`src/rtl/uart_arb_pkg.sv`:
```
// Shared types and helpers for the UART TX arbiter.
// States, header tag and header-byte builder.
package uart_arb_pkg;

  typedef enum logic [1:0] {
    IDLE,
    HEADER,
    STREAM
  } arb_state_t;

  localparam logic [3:0] HDR_TAG = 4'hA;

  function automatic logic [7:0] hdr_byte(
    input logic [3:0] id
  );
    return {HDR_TAG, id};
  endfunction

endpackage

```
`src/rtl/uart_tx_arbiter_if.sv`:
```
// Requester and TX FIFO signal bundle for the arbiter.
// slave = arbiter side, master = requesters/FIFO side.
interface uart_tx_arbiter_if #(
  parameter int NREQ = 4
) ();

  localparam int GW = $clog2(NREQ);

  logic [NREQ-1:0]       req_valid;
  logic [NREQ-1:0][7:0]  req_data;
  logic [NREQ-1:0]       req_last;
  logic [NREQ-1:0]       req_ready;
  logic                  fifo_full;
  logic                  fifo_wen;
  logic [7:0]            fifo_wdata;
  logic [GW-1:0]         grant_id;
  logic                  busy;
  logic                  burst_trunc;

  modport slave (
    input  req_valid,
    input  req_data,
    input  req_last,
    input  fifo_full,
    output req_ready,
    output fifo_wen,
    output fifo_wdata,
    output grant_id,
    output busy,
    output burst_trunc
  );

  modport master (
    output req_valid,
    output req_data,
    output req_last,
    output fifo_full,
    input  req_ready,
    input  fifo_wen,
    input  fifo_wdata,
    input  grant_id,
    input  busy,
    input  burst_trunc
  );

endinterface

```
`src/rtl/uart_rr_pick.sv`:
```
// Circular priority encoder: first set req bit
// after position last, wrapping at NREQ.
module uart_rr_pick #(
  parameter int NREQ = 4,
  parameter int GW   = $clog2(NREQ)
) (
  input  logic [NREQ-1:0] i_req,
  input  logic [GW-1:0]   i_last,
  output logic            o_found,
  output logic [GW-1:0]   o_idx
);

  logic [GW-1:0] w_cand;

  // Scan farthest-first so the nearest hit wins.
  always_comb begin
    w_cand = '0;
    o_idx  = '0;
    for (int i = NREQ; i >= 1; i--) begin
      w_cand = GW'((int'(i_last) + i) % NREQ);
      if (i_req[w_cand]) o_idx = w_cand;
    end
  end

  assign o_found = |i_req;

endmodule

```
`src/rtl/uart_tx_arbiter.sv`:
```
// Round-robin arbiter sharing one TX FIFO write port
// among NREQ byte-stream requesters.
module uart_tx_arbiter
  import uart_arb_pkg::*;
#(
  parameter int NREQ      = 4,
  parameter int MAX_BURST = 16,
  parameter int HEADER_EN = 1
) (
  input  logic clk,
  input  logic reset,
  input  logic flush,
  uart_tx_arbiter_if.slave bus
);

  localparam int GW = $clog2(NREQ);
  localparam int CW = $clog2(MAX_BURST + 1);
  localparam logic [CW-1:0] CNT_MAX =
    CW'(MAX_BURST - 1);

  arb_state_t      r_state;
  arb_state_t      w_nstate;
  logic [GW-1:0]   r_grant;
  logic [GW-1:0]   r_last_grant;
  logic [CW-1:0]   r_cnt;
  logic            r_trunc;

  logic            w_found;
  logic [GW-1:0]   w_pick;
  logic            w_take;
  logic            w_accept;
  logic            w_release;
  logic            w_drop;
  logic            w_trunc;
  logic            w_wen;
  logic [7:0]      w_wdata;
  logic [NREQ-1:0] w_ready;
  logic [3:0]      w_id;

  uart_rr_pick #(
    .NREQ (NREQ),
    .GW   (GW)
  ) u_pick (
    .i_req   (bus.req_valid),
    .i_last  (r_last_grant),
    .o_found (w_found),
    .o_idx   (w_pick)
  );

  assign w_id = 4'(r_grant);

  always_comb begin
    w_nstate  = r_state;
    w_take    = 1'b0;
    w_accept  = 1'b0;
    w_release = 1'b0;
    w_drop    = 1'b0;
    w_trunc   = 1'b0;
    w_wen     = 1'b0;
    w_wdata   = 8'h00;
    w_ready   = '0;
    unique case (r_state)
      IDLE: begin
        if (!flush && w_found) begin
          w_take   = 1'b1;
          w_nstate = (HEADER_EN != 0) ?
                     HEADER : STREAM;
        end
      end
      HEADER: begin
        if (flush) begin
          w_drop   = 1'b1;
          w_nstate = IDLE;
        end else if (!bus.fifo_full) begin
          w_wen    = 1'b1;
          w_wdata  = hdr_byte(w_id);
          w_nstate = STREAM;
        end
      end
      STREAM: begin
        if (flush) begin
          w_drop   = 1'b1;
          w_nstate = IDLE;
        end else begin
          w_ready[r_grant] = !bus.fifo_full;
          w_accept = bus.req_valid[r_grant] &&
                     !bus.fifo_full;
          if (w_accept) begin
            w_wen   = 1'b1;
            w_wdata = bus.req_data[r_grant];
            if (bus.req_last[r_grant] ||
                r_cnt == CNT_MAX) begin
              w_release = 1'b1;
              w_trunc   = !bus.req_last[r_grant];
              w_nstate  = IDLE;
            end
          end
        end
      end
      default: w_nstate = IDLE;
    endcase
  end

  always_ff @(posedge clk or posedge reset) begin
    if (reset) begin
      r_state      <= IDLE;
      r_grant      <= '0;
      r_last_grant <= GW'(NREQ - 1);
      r_cnt        <= '0;
      r_trunc      <= 1'b0;
    end else begin
      r_state <= w_nstate;
      r_trunc <= w_trunc;
      if (w_take) begin
        r_grant <= w_pick;
        r_cnt   <= '0;
      end
      if (w_release || w_drop) begin
        r_last_grant <= r_grant;
        r_cnt        <= '0;
      end else if (w_accept) begin
        r_cnt <= r_cnt + CW'(1);
      end
    end
  end

  assign bus.req_ready   = w_ready;
  assign bus.fifo_wen    = w_wen;
  assign bus.fifo_wdata  = w_wdata;
  assign bus.grant_id    = r_grant;
  assign bus.busy        = (r_state != IDLE);
  assign bus.burst_trunc = r_trunc;

endmodule

```
`src/flat_wrapper.sv`:
```
// flat-port wrapper written by rule: the top's interface ports become plain ports
module uart_tx_arbiter_flat import uart_arb_pkg::*;
#(
  parameter int NREQ      = 4,
  parameter int MAX_BURST = 16,
  parameter int HEADER_EN = 1
)
  (clk, reset, flush, bus_req_valid, bus_req_data, bus_req_last, bus_fifo_full, bus_req_ready, bus_fifo_wen, bus_fifo_wdata, bus_grant_id, bus_busy, bus_burst_trunc);
  uart_tx_arbiter_if #(.NREQ(NREQ)) bus_i ();
  input  logic clk;
  input  logic reset;
  input  logic flush;
  input wire logic [$bits(bus_i.req_valid)-1:0] bus_req_valid;
  input wire logic [$bits(bus_i.req_data)-1:0] bus_req_data;
  input wire logic [$bits(bus_i.req_last)-1:0] bus_req_last;
  input wire logic [$bits(bus_i.fifo_full)-1:0] bus_fifo_full;
  output wire logic [$bits(bus_i.req_ready)-1:0] bus_req_ready;
  output wire logic [$bits(bus_i.fifo_wen)-1:0] bus_fifo_wen;
  output wire logic [$bits(bus_i.fifo_wdata)-1:0] bus_fifo_wdata;
  output wire logic [$bits(bus_i.grant_id)-1:0] bus_grant_id;
  output wire logic [$bits(bus_i.busy)-1:0] bus_busy;
  output wire logic [$bits(bus_i.burst_trunc)-1:0] bus_burst_trunc;
  assign bus_i.req_valid = bus_req_valid;
  assign bus_i.req_data = bus_req_data;
  assign bus_i.req_last = bus_req_last;
  assign bus_i.fifo_full = bus_fifo_full;
  assign bus_req_ready = bus_i.req_ready;
  assign bus_fifo_wen = bus_i.fifo_wen;
  assign bus_fifo_wdata = bus_i.fifo_wdata;
  assign bus_grant_id = bus_i.grant_id;
  assign bus_busy = bus_i.busy;
  assign bus_burst_trunc = bus_i.burst_trunc;
  uart_tx_arbiter #(.NREQ(NREQ), .MAX_BURST(MAX_BURST), .HEADER_EN(HEADER_EN)) u_core (.clk(clk), .reset(reset), .flush(flush), .bus(bus_i));
endmodule
```
`config.mk`:
```
export PLATFORM = sky130hd
export DESIGN_NAME = uart_tx_arbiter_flat
export DESIGN_NICKNAME = d
export VERILOG_FILES = /design/src/rtl/uart_arb_pkg.sv /design/src/rtl/uart_tx_arbiter_if.sv /design/src/rtl/uart_rr_pick.sv /design/src/rtl/uart_tx_arbiter.sv /design/src/flat_wrapper.sv
export SDC_FILE = /design/constraint.sdc
export NUM_CORES = 1
export LEC_CHECK = 0
export ABC_AREA = 1
export CAP_MARGIN = 25
export CORE_MARGIN = 5
export CORE_UTILIZATION = 40
export CTS_BUF_LIST = sky130_fd_sc_hd__clkbuf_8 sky130_fd_sc_hd__clkbuf_16
export CTS_CLUSTER_DIAMETER = 150
export DETAILED_ROUTE_END_ITERATION = 8
export PLACE_DENSITY = 0.8
export SLEW_MARGIN = 20
export SYNTH_ARGS = -nofsm -noshare
export SYNTH_HDL_FRONTEND = slang
export SYNTH_SLANG_ARGS = --single-unit
```
`constraint.sdc`:
```
create_clock -name clk -period 1.88 [get_ports clk]
set_clock_uncertainty 0.2 [all_clocks]
set_input_delay 0.376 -clock clk [delete_from_list [all_inputs] [get_ports clk]]
set_output_delay 0.376 -clock clk [all_outputs]
set_load 0.05 [all_outputs]
```
# Word level (Yosys, flattened, before mapping)
# Index checks and enable logic that the tools add are counted.
totals:
  reg_bits: 12
  inputBits: 44
  out_inout_bits: 17
  wordCells: 94
classes:
  add_sub_neg: 5
  magnitude_cmp: 6
  n_eq_ne: 7
  n_mux: 56
  n_bitwise: 1
  reduce_logical: 14
op_table:
  columns: ["operator", "n"]
  rows:
  - ["$mux W8", 5]
  - ["$mux W1", 25]
  - ["$mux W2", 10]
  - ["$bmux W8 S2", 1]
  - ["$pmux W8 S2", 1]
  - ["$lt A2 B3 Y1 const B", 5]
  - ["$mux W5", 3]
  - ["$bmux W1 S2", 6]
  - ["$mux W4", 2]
  - ["$ne A3 B2 Y1 const B", 2]
  - ["$pmux W2 S3", 1]
  - ["$add A5 B1 Y5 const B", 1]
  - ["$eq A5 B4 Y1 const B", 1]
  - ["$add A2 B1 Y2 const B", 2]
  - ["$add A2 B2 Y2 const B", 2]
  - ["$and A4 B4 Y4", 1]
  - ["$reduce_and A4 Y1", 1]
  - ["$reduce_or A4 Y1", 1]
  - ["$logic_and A1 B1 Y1", 3]
  - ["$logic_not A1 Y1", 3]
  - ["$ne A3 B3 Y1 const B", 1]
  - ["$reduce_bool A3 Y1", 1]
  - ["$demux W1 S2", 1]
  - ["$eq A2 B1 Y1 const B", 1]
  - ["other kinds (8)", 9]

# Logic depth before layout (Yosys ltp)
logic_depth:
  depth_word: 9
  ltp_mapped: 12
  mapped_depth_nobuf: 11

# Hierarchy
# A second synthesis with hierarchy kept.
unflattened:
  cells_unflattened: 217
  hier_area_um2: 1377.6
by_module_without_submodules:
  columns: ["module", "instances", "cells_per_inst", "area_per_inst_um2", "seq_area_each_um2"]
  rows:
  - ["uart_tx_arbiter", 1, 166, 1111.1, 302.8]
  - ["uart_rr_pick", 1, 51, 266.5, 0.0]

# Worst setup path after synthesis
# OpenSTA, ideal clock, no wires.
synth_timing:
  path_kind: "flip-flop to output port"
  startpoint: "register u_core.r_grant[1], in the netlist u_core.bus.grant_id[1]"
  endpoint: "output port bus_fifo_wdata[3]"
  t_arrival_ns: 2.162
  t_required_ns: 1.304
  path_slack_ns: -0.858
  path_stages_with_launch: 6
  path_buffers: 1
  path_cell_list: "dfrtp_1 -> buf_6 -> inv_1 -> nor2_1 -> nand2_1 -> a31oi_1"
synth_between:
  elab_chain_cells: 6
  elab_cells_between_ends: 8
  cone_classes: "7 x mux; 1 x reduce/logical"
synth_rtl:
  columns: ["item", "line", "text"]
  rows:
  - ["start, declared", "uart_tx_arbiter.sv:23", "logic [GW-1:0] r_grant;"]
  - ["start signal, assigned", "uart_tx_arbiter.sv:115", "r_grant <= w_pick;"]
  - ["$bmux W1 S2", "uart_tx_arbiter.sv:86", "w_accept = bus.req_valid[r_grant] &&"]
  - ["$mux W1 (implied by the code)", "uart_tx_arbiter.sv:86", null]
  - ["$logic_and A1 B1 Y1", "uart_tx_arbiter.sv:86", null]
  - ["$mux W8 *", "uart_tx_arbiter.sv:88", "if (w_accept) begin"]
  - ["$mux W8 *", "uart_tx_arbiter.sv:81", "if (flush) begin"]
  - ["$pmux W8 S2 *", "uart_tx_arbiter.sv:62", "unique case (r_state)"]
  - ["end, declared", "flat_wrapper.sv:19", "output wire logic [$bits(bus_i.fifo_wdata)-1:0] bus_fifo_wdata;"]
# Mark *: on every way between the ends. The rest lies on a longest branch, timed or not. The select of a mux whose other input is x is not followed.

# Worst setup path after layout
layout_timing:
  startpoint: "register u_core.r_grant[0], in the netlist u_core.bus.grant_id[0]"
  endpoint: "output port bus_fifo_wdata[4]"
# Same word-level chain as after synthesis.

==> metrics.md <==
| Metric | Value |
|---|---|
| Antenna Nets Post-Route | `0` |
| Clock tree buffer depth | `2` |
| CTS tree | `yes` |
| Critical Path Max Stage Delay | `roughly 490 ps` |
| Data required, critical path | `~1300 ps` |
| Final min period | `roughly 2400 ps` |
| FF+latch area | `305 µm²` |
| Leakage | `1.33 nW` |
| WL/cell | `~20 µm` |
| DR vias/cell | `5.92` |
| Num CTS Buffers | `3` |
| Worst R2R Setup Slack | `-240 ps` |
| CP Max Fanout | `8` |
| Reg2reg start | `u_core.bus.grant_id[0]$_DFFE_PP0P_` |
| DRC Markers | `0` |
| Mapped Avg Cell Area | `about 6 µm²` |
| Tightest hold margin | `between 200 and 300 ps` |
| Unrepaired setup endpoints after global routing | `yes` |
| Period utilisation layout | `1.28` |
| Pre-CTS WS | `-620 ps` |
| First-pass GRT wire length | `about 8600 µm` |
| Grt peak-use layer | `met2` |
| Failing checks | `setup timing` |
| Seq cells post-synth | `12` |
| Outcome | `finished with violations` |
| IO Pins | `a little over 60` |
| Met1 GRT Util | `0.293` |
| Worst-Margin Slew | `approximately 470 ps` |
| Area of the mapped netlist | `about 1200 µm²` |
| Commonest cells after routing, fill and taps aside | `nand2_1, buf_4, clkdlybuf4s50_1` |
| Yosys cell types | `23` |
| Gate Count Post-Synth | `~210` |
| Critical path type | `reg2out` |
| Antenna violations before repair | `0` |
| Final Setup Violations | `22` |
| Horiz. Die Dim | `approximately 65 µm` |
| Critical path, cell by cell | `buf_12 -> inv_4 -> nor2_4 -> buf_6 -> a22oi_1 -> a31oi_4 -> buf_12` |
| Vias in the first global route | `around 1.9k` |
| Reg2reg path depth | `13` |
| Final hold vios | `0` |
| Diode count | `0` |
| Warnings from Yosys | `0` |
| Clock sinks | `12` |
| Core area | `between 3000 and 4000 µm²` |
| Initial Utilization | `0.410` |
| Htree depth | `1` |
| Fill cells | `116` |
| Slew headroom | `0.684` |
| Crit path DAT | `~1800 ps` |
| Die footprint | `around 4300 µm²` |
| Worst path slowest cell | `dfrtp_2` |
| Fmax achieved | `~420 MHz` |
| Reg clk slew, reported paths | `60 ps` |
| Layout area overhead | `124%` |
| Gr ovfl total | `0` |
| GP Congestion | `between 0.8 and 0.9` |
| Worst IR Drop VDD | `about 910 µV` |
| Initial DRC count | `around 250` |
| Final setup margin | `-518 ps` |
| Share of layout cells above drive strength 1 | `0.414` |
| Grt met3 use | `0.0376` |
| Clk Latency, worst-skew pair | `about 250 ps` |
| Post-Synthesis Net Count | `between 200 and 300` |
| Clk Tree Root Cell | `clkbuf_8` |
| Power density over the cells | `1280 nW/µm²` |
| R2r endpoint | `u_core.r_state[1]$_DFFE_PP0P_` |
| Final nets | `369` |
| PortBufs | `60` |
| Crit-path most repeated cell | `buf_12` |
| Vias | `approximately 2.1k` |
| First-pass DRT Iterations | `6` |
| Commonest non-fill, non-tap cell in the layout | `nand2_1` |
| Total Routing Usage GR | `0.259` |
| Slew Viols, Final | `0` |
| Max-cap violations | `0` |
| Seq/Total Area, Yosys | `0.246` |
| Critical Path End Type | `output pin` |
| Hold WC Path Type | `in2async` |
| Routed WL | `7150 µm` |
| Die Ht | `about 65 µm` |
| Type of origin of the critical path | `flop` |
| Area of the multi-input gates | `about 1100 µm²` |
| Largest net degree at the start of global routing | `13` |
| Number of core rows | `20` |
| HPWL after DPL | `roughly 3700 µm` |
| Met2 usage in global routing | `0.483` |
| Hold_buf cts | `0` |
area by class of cell:
type                            count  area share
Timing Repair Buffer              109       0.423
Clock buffer                        4      0.0199
Tap cell                           33      0.0150
Multi-Input combinational cell    165       0.389
Sequential cell                    12       0.111
Inverter                           29      0.0417
worst max-delay path: cells and delay by family (launching register included):
kind	cells	cell delay, ps
buf+inv	4	530
compound gates	2	500
flops	1	490
simple gates	1	50
per-stage QoR:
step / total power, mW / cell area [µm²] / setup TNS (ps) / cells / util
floorplan: 1.55 / 1340 / -6440 / 209 / -
global placement: 2.39 / 2370 / -7040 / 331 / 0.788
detailed placement: 2.43 / 2370 / -7940 / 331 / 0.788
CTS: 2.98 / 2600 / -4210 / 343 / 0.867
global route: 3.69 / 2760 / -7480 / 352 / 0.919
finish: 3.53 / 2760 / -6290 / 352 / 0.919
state kept, by name, summed over array words and instances, names as in the netlist:
| signal | flops |
|---|---|
| u_core.bus.burst_trunc | 1 |
| u_core.bus.grant_id | 2 |
| u_core.r_cnt | 5 |
| u_core.r_state | 2 |
| u_core.r_last_grant | 2 |
power by group:
part           switching, mW  leakage, nW  internal (mW)
clock network          0.101       0.0288          0.185
logic                   1.54         1.15           1.22
registers              0.135        0.151          0.341
worst max-delay path by stage:
stage,from,to,slack (ps)
final,u_core.bus.grant_id[0]$_DFFE_PP0P_,bus_fifo_wdata[4],-520
after floorplan,u_core.bus.grant_id[1]$_DFFE_PP0P_,bus_fifo_wdata[3],-650
after CTS,u_core.bus.grant_id[0]$_DFFE_PP0P_,bus_fifo_wdata[3],-410
after detailed placement,bus_req_valid[0],bus_fifo_wdata[3],-620
after global routing,u_core.bus.grant_id[0]$_DFFE_PP0P_,bus_fifo_wdata[4],-570
after global placement,bus_req_valid[2],bus_fifo_wdata[4],-570
timing repair:
item                                    4_1_cts  5_1_grt
endpoints found under the setup margin       16       24
pin swaps                                    25       16
gates resized for setup                      46       27
setup buffers                                10       12
cell families after synthesis:
group,Yosys count,synth area share
AND/OR/NAND/NOR,134,0.457
buffers and inverters,32,0.113
AO/OA/AOI/OAI,26,0.133
adder cells (fa/ha/maj),5,0.0509
flip-flops,12,0.246
Yosys cell counts:
cell type	instances	area share
a21boi_0	1	0.0061
a21oi_1	4	0.016
a22o_1	1	0.0071
a22oi_1	8	0.049
a31oi_1	3	0.015
buf_2	1	0.0041
buf_6	2	0.018
dfrtp_1	10	0.20
dfstp_2	2	0.043
ha_1	5	0.051
inv_1	28	0.085
inv_4	1	0.0051
nand2_1	91	0.28
nand3_1	21	0.085
nand3_2	1	0.0081
nand4_1	3	0.015
nor2_1	8	0.024
nor2_2	4	0.020
nor3_1	5	0.020
nor4_1	1	0.0051
o21ai_0	6	0.024
o21ai_1	2	0.0081
o21ai_2	1	0.0071
layer usage:
metal  share of wire  wire [µm]
met5               0          0
met4           0.060        431
met2            0.51       3630
met3           0.068        483
met1            0.36       2600
(Power assumes the default switching activity.)
